File: config.mk
export PLATFORM = sky130hd
export DESIGN_NAME = sample_sched
export DESIGN_NICKNAME = d
export VERILOG_FILES = /design/src/rtl/sample_sched_pkg.sv /design/src/rtl/sample_packer.sv /design/src/rtl/sample_sched.sv
export SDC_FILE = /design/constraint.sdc
export NUM_CORES = 1
export LEC_CHECK = 0
export CAP_MARGIN = 20
export CORE_ASPECT_RATIO = 1.75
export CORE_MARGIN = 2
export CORE_UTILIZATION = 45
export DETAILED_ROUTE_END_ITERATION = 8
export GPL_TIMING_DRIVEN = 0
export PLACE_DENSITY = 0.88
export SETUP_SLACK_MARGIN = 0.02
export SYNTH_ARGS = -nofsm -noshare
export SYNTH_HDL_FRONTEND = slang
export SYNTH_SLANG_ARGS = --single-unit
export TNS_END_PERCENT = 10
File: constraint.sdc
create_clock -name clk -period 2.37 [get_ports clk]
set_input_delay 0.3555 -clock clk [delete_from_list [all_inputs] [get_ports clk]]
set_output_delay 0.3555 -clock clk [all_outputs]
set_load 0.02 [all_outputs]
File: src/rtl/sample_sched_pkg.sv
// Shared definitions for the ADC sample sequencer: default widths and FSM encoding.
package sample_sched_pkg;

    localparam int unsigned DATA_WIDTH_DEF = 8;
    localparam int unsigned PACK_DEF       = 4;
    localparam int unsigned CNT_WIDTH_DEF  = 32;
    localparam int unsigned DEC_WIDTH_DEF  = 8;
    localparam int unsigned LEN_WIDTH_DEF  = 16;

    localparam logic [1:0] ST_IDLE       = 2'd0;
    localparam logic [1:0] ST_WAIT_START = 2'd1;
    localparam logic [1:0] ST_RUN        = 2'd2;
    localparam logic [1:0] ST_DRAIN      = 2'd3;

    typedef enum logic [1:0] {
        StIdle      = ST_IDLE,
        StWaitStart = ST_WAIT_START,
        StRun       = ST_RUN,
        StDrain     = ST_DRAIN
    } state_e;

endpackage

File: src/rtl/sample_packer.sv
// Decimates offered samples and packs kept ones into words, first kept sample in the LSBs.
module sample_packer
    import sample_sched_pkg::*;
#(
    parameter int unsigned DATA_WIDTH = DATA_WIDTH_DEF,
    parameter int unsigned PACK       = PACK_DEF,
    parameter int unsigned DEC_WIDTH  = DEC_WIDTH_DEF
) (
    input  logic                       clk,
    input  logic                       rst,
    input  logic                       clear,
    input  logic                       keep_in,
    input  logic [DATA_WIDTH-1:0]      sample,
    input  logic [DEC_WIDTH-1:0]       dec,
    output logic                       word_done,
    output logic [DATA_WIDTH*PACK-1:0] word
);

    localparam int unsigned SLOT_W = $clog2(PACK);
    localparam int unsigned SR_W   = (PACK - 1) * DATA_WIDTH;

    logic [DEC_WIDTH-1:0] dec_cnt_q, dec_cnt_d;
    logic [SLOT_W-1:0]    slot_q, slot_d;
    logic [SR_W-1:0]      sr_q, sr_d;
    logic                 kept;

    assign kept      = keep_in && (dec_cnt_q == '0);
    assign word_done = kept && (slot_q == SLOT_W'(PACK - 1));
    // The completing sample is combined directly so the word is ready in its own cycle.
    assign word      = {sample, sr_q};

    always_comb begin
        dec_cnt_d = dec_cnt_q;
        slot_d    = slot_q;
        sr_d      = sr_q;
        if (clear) begin
            dec_cnt_d = '0;
            slot_d    = '0;
        end else if (kept) begin
            dec_cnt_d = dec;
            sr_d      = SR_W'(word >> DATA_WIDTH);
            slot_d    = word_done ? '0 : slot_q + SLOT_W'(1);
        end else if (keep_in) begin
            dec_cnt_d = dec_cnt_q - DEC_WIDTH'(1);
        end
    end

    always_ff @(posedge clk) begin
        if (rst) begin
            dec_cnt_q <= '0;
            slot_q    <= '0;
            sr_q      <= '0;
        end else begin
            dec_cnt_q <= dec_cnt_d;
            slot_q    <= slot_d;
            sr_q      <= sr_d;
        end
    end

endmodule

File: src/rtl/sample_sched.sv
// ADC sample sequencer: armed capture start on a sample index, decimate/pack, framed write port.
module sample_sched
    import sample_sched_pkg::*;
#(
    parameter int unsigned DATA_WIDTH = DATA_WIDTH_DEF,
    parameter int unsigned PACK       = PACK_DEF,
    parameter int unsigned CNT_WIDTH  = CNT_WIDTH_DEF,
    parameter int unsigned DEC_WIDTH  = DEC_WIDTH_DEF,
    parameter int unsigned LEN_WIDTH  = LEN_WIDTH_DEF
) (
    input  logic                       clk,
    input  logic                       rst,
    input  logic                       cfg_enable,
    input  logic [CNT_WIDTH-1:0]       cfg_start_cnt,
    input  logic [DEC_WIDTH-1:0]       cfg_dec,
    input  logic [LEN_WIDTH-1:0]       cfg_block_len,
    input  logic                       sample_valid,
    input  logic [DATA_WIDTH-1:0]      sample_data,
    output logic                       wr_valid,
    output logic [DATA_WIDTH*PACK-1:0] wr_data,
    output logic                       wr_last,
    input  logic                       wr_ready,
    output logic                       block_done,
    output logic                       overflow,
    input  logic                       clr_overflow,
    output logic [CNT_WIDTH-1:0]       sample_cnt,
    output logic                       busy
);

    state_e                     state_q, state_d;
    logic [CNT_WIDTH-1:0]       sample_cnt_q, sample_cnt_d;
    logic                       hold_valid_q, hold_valid_d;
    logic [DATA_WIDTH*PACK-1:0] hold_data_q, hold_data_d;
    logic                       hold_last_q, hold_last_d;
    logic [LEN_WIDTH-1:0]       blk_cnt_q, blk_cnt_d;
    logic                       block_done_q, block_done_d;
    logic                       overflow_q, overflow_d;

    logic                       start_hit, keep_in, clear;
    logic                       word_done, accept, load, drop, is_last;
    logic [DATA_WIDTH*PACK-1:0] word;

    assign start_hit = (state_q == StWaitStart) && sample_valid && (sample_cnt_q == cfg_start_cnt);
    assign keep_in   = start_hit || ((state_q == StRun) && cfg_enable && sample_valid);
    assign clear     = (state_q == StIdle) && cfg_enable;

    sample_packer #(
        .DATA_WIDTH (DATA_WIDTH),
        .PACK       (PACK),
        .DEC_WIDTH  (DEC_WIDTH)
    ) u_packer (
        .clk       (clk),
        .rst       (rst),
        .clear     (clear),
        .keep_in   (keep_in),
        .sample    (sample_data),
        .dec       (cfg_dec),
        .word_done (word_done),
        .word      (word)
    );

    assign accept  = hold_valid_q && wr_ready;
    // A completed word may enter only if the register frees up in the same cycle.
    assign load    = word_done && (!hold_valid_q || wr_ready);
    assign drop    = word_done && hold_valid_q && !wr_ready;
    assign is_last = (blk_cnt_q == cfg_block_len);

    always_comb begin
        state_d = state_q;
        unique case (state_q)
            StIdle:      if (cfg_enable) state_d = StWaitStart;
            StWaitStart: begin
                if (start_hit)       state_d = StRun;
                else if (!cfg_enable) state_d = StIdle;
            end
            StRun:       if (!cfg_enable) state_d = StDrain;
            StDrain:     if (!hold_valid_q) state_d = StIdle;
            default:     state_d = StIdle;
        endcase
    end

    always_comb begin
        sample_cnt_d = sample_valid ? sample_cnt_q + CNT_WIDTH'(1) : sample_cnt_q;
        hold_valid_d = hold_valid_q;
        hold_data_d  = hold_data_q;
        hold_last_d  = hold_last_q;
        blk_cnt_d    = blk_cnt_q;
        block_done_d = accept && hold_last_q;
        overflow_d   = overflow_q;

        if (clear) blk_cnt_d = '0;
        if (load) begin
            hold_valid_d = 1'b1;
            hold_data_d  = word;
            hold_last_d  = is_last;
            blk_cnt_d    = is_last ? '0 : blk_cnt_q + LEN_WIDTH'(1);
        end else if (accept) begin
            hold_valid_d = 1'b0;
        end

        if (drop)              overflow_d = 1'b1;
        else if (clr_overflow) overflow_d = 1'b0;
    end

    always_ff @(posedge clk) begin
        if (rst) begin
            state_q      <= StIdle;
            sample_cnt_q <= '0;
            hold_valid_q <= 1'b0;
            hold_data_q  <= '0;
            hold_last_q  <= 1'b0;
            blk_cnt_q    <= '0;
            block_done_q <= 1'b0;
            overflow_q   <= 1'b0;
        end else begin
            state_q      <= state_d;
            sample_cnt_q <= sample_cnt_d;
            hold_valid_q <= hold_valid_d;
            hold_data_q  <= hold_data_d;
            hold_last_q  <= hold_last_d;
            blk_cnt_q    <= blk_cnt_d;
            block_done_q <= block_done_d;
            overflow_q   <= overflow_d;
        end
    end

    assign wr_valid   = hold_valid_q;
    assign wr_data    = hold_data_q;
    assign wr_last    = hold_last_q;
    assign block_done = block_done_q;
    assign overflow   = overflow_q;
    assign sample_cnt = sample_cnt_q;
    assign busy       = (state_q != StIdle);

endmodule

Word-level counts from Yosys, hierarchy flattened
Cells that the tools add are included.

word-level totals
  bits in registers = 120
  latch bits = 0
  RAM bits = 0
  ROM bits = 0
  bits of input ports = 70
  logic and storage cells = 68
  memories = 0

cells by class
  $add $sub $neg = 4
  multiply operators = 0
  divide/modulo/power cells = 0
  magnitude comparators = 0
  equality and inequality tests = 10
  shift operators = 0
  multiplexer cells = 16
  bitwise logic cells = 1
  reductions and logical operators = 26

operators by type and width
  operator                 number
  $mux W16                 3
  $add A32 B1 Y32 const B  1
  $eq A32 B32 Y1           1
  $add A16 B1 Y16 const B  1
  $eq A16 B16 Y1           1
  $mux W8                  2
  $logic_and A1 B1 Y1      12
  $mux W2                  6
  $reduce_bool A2 Y1       5
  $logic_not A8 Y1         1
  $pmux W2 S4              1
  $sub A8 B1 Y8 const B    1
  $eq A2 B2 Y1 const B     3
  $ne A2 B2 Y1 const B     3
  $mux W1                  4
  $reduce_and A4 Y1        1
  $ne A3 B3 Y1 const B     1
  $add A2 B1 Y2 const B    1
  $eq A2 B1 Y1 const B     1
  $logic_not A1 Y1         2
  $logic_not A2 Y1         1
  $logic_or A1 B1 Y1       2
  $reduce_and A2 Y1        1
  $reduce_or A2 Y1         1
  $not A1 Y1               1

Depth between registers and ports, before layout
  depth after elaboration = 9
  mapped depth = 10
  mapped depth without buffers = 8

Modules after synthesis
Synthesis repeated with hierarchy kept, for this count alone.

second synthesis, totals
  cell total of the unflattened synthesis = 660
  area, all modules = 5670.4 um^2

modules (own cells, without submodules)
  module         instances  cells an instance  area each (um^2)
  sample_sched   1          510                4189.0
  sample_packer  1          150                1481.4

Worst setup path before layout
No wires, ideal clock.

  kind = register to register
  start point = reg sample_cnt_q[5], in the netlist sample_cnt[5]
  end point = reg hold_data_q[4], in the netlist wr_data[4]
  arrival = 2292 ps
  data required time = 2242 ps
  setup slack = -49 ps
  stages on the path, launching flop included = 11
  clock period less this slack = 2419 ps
  cells stage by stage = dfxtp_1 > clkbuf_1 > xnor2_1 > nand4_1 > nor3_1 > nand4_2 > a2111oi_4 > buf_6 > buf_4 > mux2i_1 > nor2_1

on the way
  cells in the longest elaborated chain, start to end = 6

ends and longest elaborated chain
  what                      line                 RTL
  start: declaration        sample_sched.sv:31   logic [CNT_WIDTH-1:0] sample_cnt_q, sample_cnt_d;
  start signal: assignment  sample_sched.sv:117  sample_cnt_q <= sample_cnt_d;
  $eq A32 B32 Y1            sample_sched.sv:43   assign start_hit = (state_q == StWaitStart) && sample_valid && (sample_cnt_q == cfg_start_cnt);
  $logic_and A1 B1 Y1       sample_sched.sv:43
  $logic_or A1 B1 Y1        sample_sched.sv:44   assign keep_in = start_hit || ((state_q == StRun) && cfg_enable && sample_valid);
  $logic_and A1 B1 Y1       sample_packer.sv:27  assign kept = keep_in && (dec_cnt_q == '0);
  $logic_and A1 B1 Y1       sample_packer.sv:28  assign word_done = kept && (slot_q == SLOT_W'(PACK - 1));
  $logic_and A1 B1 Y1       sample_sched.sv:64   assign load = word_done && (!hold_valid_q || wr_ready);
  end signal: assignment    sample_sched.sv:119  hold_data_q <= hold_data_d;
  end: declaration          sample_sched.sv:33   logic [DATA_WIDTH*PACK-1:0] hold_data_q, hold_data_d;

Every way passes these cells.
A chain may end at the register's enable or synchronous reset.

Worst setup path after layout
  start point = reg sample_cnt_q[5], in the netlist sample_cnt[5]
  end point = reg hold_data_q[25], in the netlist wr_data[25]

The elaborated chain is that of the path after synthesis.

==> results.json <==
{
  "setup_viol": 44,
  "first_global_vias": 4986,
  "slew_headroom_pct": 37.5,
  "dieArea_um2": 13200,
  "track_usage_pct": 23.4,
  "critPathRequiredTime_ps": 2650,
  "final_nets": 850,
  "drive_above_1_share_pct": 9.76,
  "cts-root-buf": "clkbuf_16",
  "r2r-end": "wr_data[25]$_SDFFE_PP0P_",
  "critPathBufInv": 4,
  "area_growth_pct": 42.1,
  "drt_wl_total_um": 15200,
  "cp-end-kind": "flop",
  "synthFlopType": "dfxtp_1",
  "remaining_drc_errors": 0,
  "synth-edff-count": 0,
  "chipHeight_um": 150,
  "drt_iter0_markers": 289,
  "synth_area_per_cell_um2": 8.90,
  "synth_area_leaders": "dfxtp_1 (44%), mux2i_1 (11%), xnor2_1 (7.5%), nor2_1 (7.4%), xor2_1 (4.0%)",
  "async_reset_ff_share_pct": 0,
  "die_w_um": 87.6,
  "tightest_slew_ps": 928,
  "power_mw": 4.88,
  "numCtsBuffers": 17,
  "final_hold_viol_count": 0,
  "p_per_area_nw_per_um2": 625,
  "slowest_delay_ps": 320,
  "clk_pin_slew_worst_paths_ps": 50,
  "rr_startpoint": "sample_cnt[5]$_SDFFE_PP0P_",
  "drv_slew": 0,
  "netlist_area_um2": 5500,
  "port-buffer-count": 136,
  "yosysSeqAreaShare_pct": 43.7,
  "synth_top_area_share_pct": 43.7,
  "cp_top_family": "buffers and inverters",
  "ir_worst_vdd_v": 0.000541,
  "crit_path_max_fanout": 10,
  "placed_area_um2": 7040,
  "synth_fp_nets": 692,
  "place_hpwl_um": 11000,
  "path_class": "reg -> reg",
  "drt-pass1-iter-count": 4,
  "syn_inst": 618,
  "fmax_mhz": 401,
  "fin_crit_sh_pct": 105,
  "p_switching_mw": 1.01,
  "dp_cells": 891,
  "antenna_cells": 0,
  "synth_top_area_cell": "dfxtp_1",
  "grt_pass1_wl_um": 23800,
  "hold_start": "sample_valid",
  "hold_end": "sample_cnt[0]$_SDFFE_PP0P_",
  "hp-class": "in -> reg",
  "power_leakage_nw": 2.66,
  "clockPowerShare_pct": 53.1,
  "yosysMostFrequentCell": "dfxtp_1",
  "fin_crit_ps": 2490,
  "rsz0062_at_grt": "yes",
  "r2r_slack_ps": -120,
  "worst_slack_ps": -123,
  "clock_path_buffers": 2,
  "tritoncts": "built",
  "start_kind": "flop",
  "worstRegToRegCells": 11,
  "final_area_um2": 7820,
  "seq_power_share_pct": 41.6,
  "grt_max_degree": 17,
  "instances_no_fill": 926,
  "start_util_pct": 46.1,
  "status": "finished with violations",
  "cp_common_cell": "buf_6",
  "swShare_pct": 20.6,
  "num_rows": 53,
  "core_um2": 11900,
  "ant_nets": 0,
  "synth_warnings": 0,
  "cpMaxStageDelayCell": "dfxtp_2",
  "ys_types": 41,
  "crit_arrival_ps": 2770,
  "cts_sinks": 120,
  "hold_depth": 3,
  "vias": 5055,
  "viasPerCell": 5.46,
  "grt-ovfl-total": 0,
  "power_frac_comb_pct": 5.3,
  "violations": "negative setup slack",
  "antenna_found_initial": 0,
  "finalClockSkew_ps": 9.22,
  "fin_util_pct": 65.5,
  "num_io_pins": 139,
  "internal_power_mw": 3.88,
  "cp_cell_sequence": "clkbuf_2 -> xnor2_1 -> nand4_1 -> nor3_2 -> nand4_2 -> buf_6 -> a2111oi_4 -> buf_6 -> buf_12 -> mux2i_1 -> nor2_1",
  "totalNegativeSetupSlack_ps": -3300,
  "htreeDepth": 4,
  "synth_seq_cells": 120,
  "clk_latency_ps": 410,
  "routabilityCongestion": 0.823,
  "timing.max_cap.violations": 0,
  "yosys-top-cells-count": "dfxtp_1 (120), nor2_1 (108), mux2i_1 (62), xnor2_1 (47), o21ai_0 (38)",
  "wl_per_cell_um": 16.4
}
-- layout by cell type (no fill, tap or decap), drive strengths merged, types with 4 or more instances in the layout --
master         count
or3               15
and2               4
nor3               8
nor2             108
mux2i             62
nand2             26
ha                 4
and3               8
clkbuf            43
o21ai             38
a21oi             24
clkdlybuf4s50    135
nand3             21
nor4               7
buf               11
dfxtp            120
inv               20
nor2b              4
xor2              25
nand2b             4
xnor2             47
nand4             17
-- through the flow --
| step | setup WS (ps) | hold slack [ps] |
|---|---|---|
| global placement | -745 | 453 |
| detailed placement | -800 | 475 |
| CTS | -94.6 | 306 |
| floorplan | 22.9 | 460 |
| finish | -123 | 319 |
| global route | -262 | 341 |
-- layer usage --
layer / vias up / GRT usage (%) / part of all wire [%]
met3: 36 / 5.48 / 4.6
met1: 2411 / 24.1 / 38
met2: 156 / 42.5 / 54
met5: - / 0 / 0
li1: 2452 / - / -
met4: 0 / 12.2 / 3.0
-- how the worst max path moves through the flow --
stage,from,to,slack [ps],depth (start not counted)
floorplan,sample_cnt[23]$_SDFFE_PP0P_,wr_data[4]$_SDFFE_PP0P_,20,9
global placement,cfg_start_cnt[16],blk_cnt_q[12]$_SDFFE_PP0P_,-750,9
detailed placement,cfg_start_cnt[16],wr_data[18]$_SDFFE_PP0P_,-800,10
CTS,sample_cnt[16]$_SDFFE_PP0P_,blk_cnt_q[0]$_SDFFE_PP0P_,-90,9
global route,sample_cnt[5]$_SDFFE_PP0P_,wr_data[5]$_SDFFE_PP0P_,-260,11
finish,sample_cnt[5]$_SDFFE_PP0P_,wr_data[25]$_SDFFE_PP0P_,-120,11
-- worst min-delay path, stage by stage --
cell,delay (ps)
buf_2,180
xnor2_1,90
nor2_1,70
-- cell families (layout without fill, tap and decap cells) --
group | after synthesis | in the layout | synth area share (%)
compound gates | 76 | 76 | 7.97
xor+xnor | 72 | 72 | 11.5
fa+ha+maj | 4 | 4 | 0.910
buf+inv | 47 | 218 | 3.69
flops | 120 | 120 | 43.7
mux | 62 | 62 | 11.3
simple gates | 237 | 237 | 21.0
-- power groups by stage --
stage / combinational [mW] / clock, mW / sequential, mW
2_1_floorplan: 0.0924 / 0 / 2.08
3_3_place_gp: 0.253 / 0 / 2.08
3_5_place_dp: 0.256 / 0 / 2.08
4_1_cts: 0.259 / 2.62 / 2.03
5_1_grt: 0.278 / 2.72 / 2.03
6_report: 0.260 / 2.59 / 2.03
-- layout make-up --
type,count,area (um^2)
buffer,26,183
clock buffer,24,472
clock inverter,8,120
fill,935,4120
inverter,20,75.1
multi-input combinational,451,2960
sequential,120,2420
tap,137,171
timing repair buffer,140,1410
-- what timing repair did --
action / in CTS / in global routing
hold buffers: 0 / 0
pin swaps: 7 / 2
gates cloned: 1 / 0
resized for setup: 26 / 18
buffers inserted: 3 / 0
setup endpoints to repair: 84 / 82
-- flip-flops by register name, indices dropped and copies added (netlist names), named ones only --
signal              count
sample_cnt             32
wr_data                32
u_packer.sr_q          24
blk_cnt_q              16
u_packer.dec_cnt_q      8
u_packer.slot_q         2
block_done              1
overflow                1
state_q                 1
wr_last                 1
wr_valid                1
Note: power is estimated with default switching activity, not from simulation.
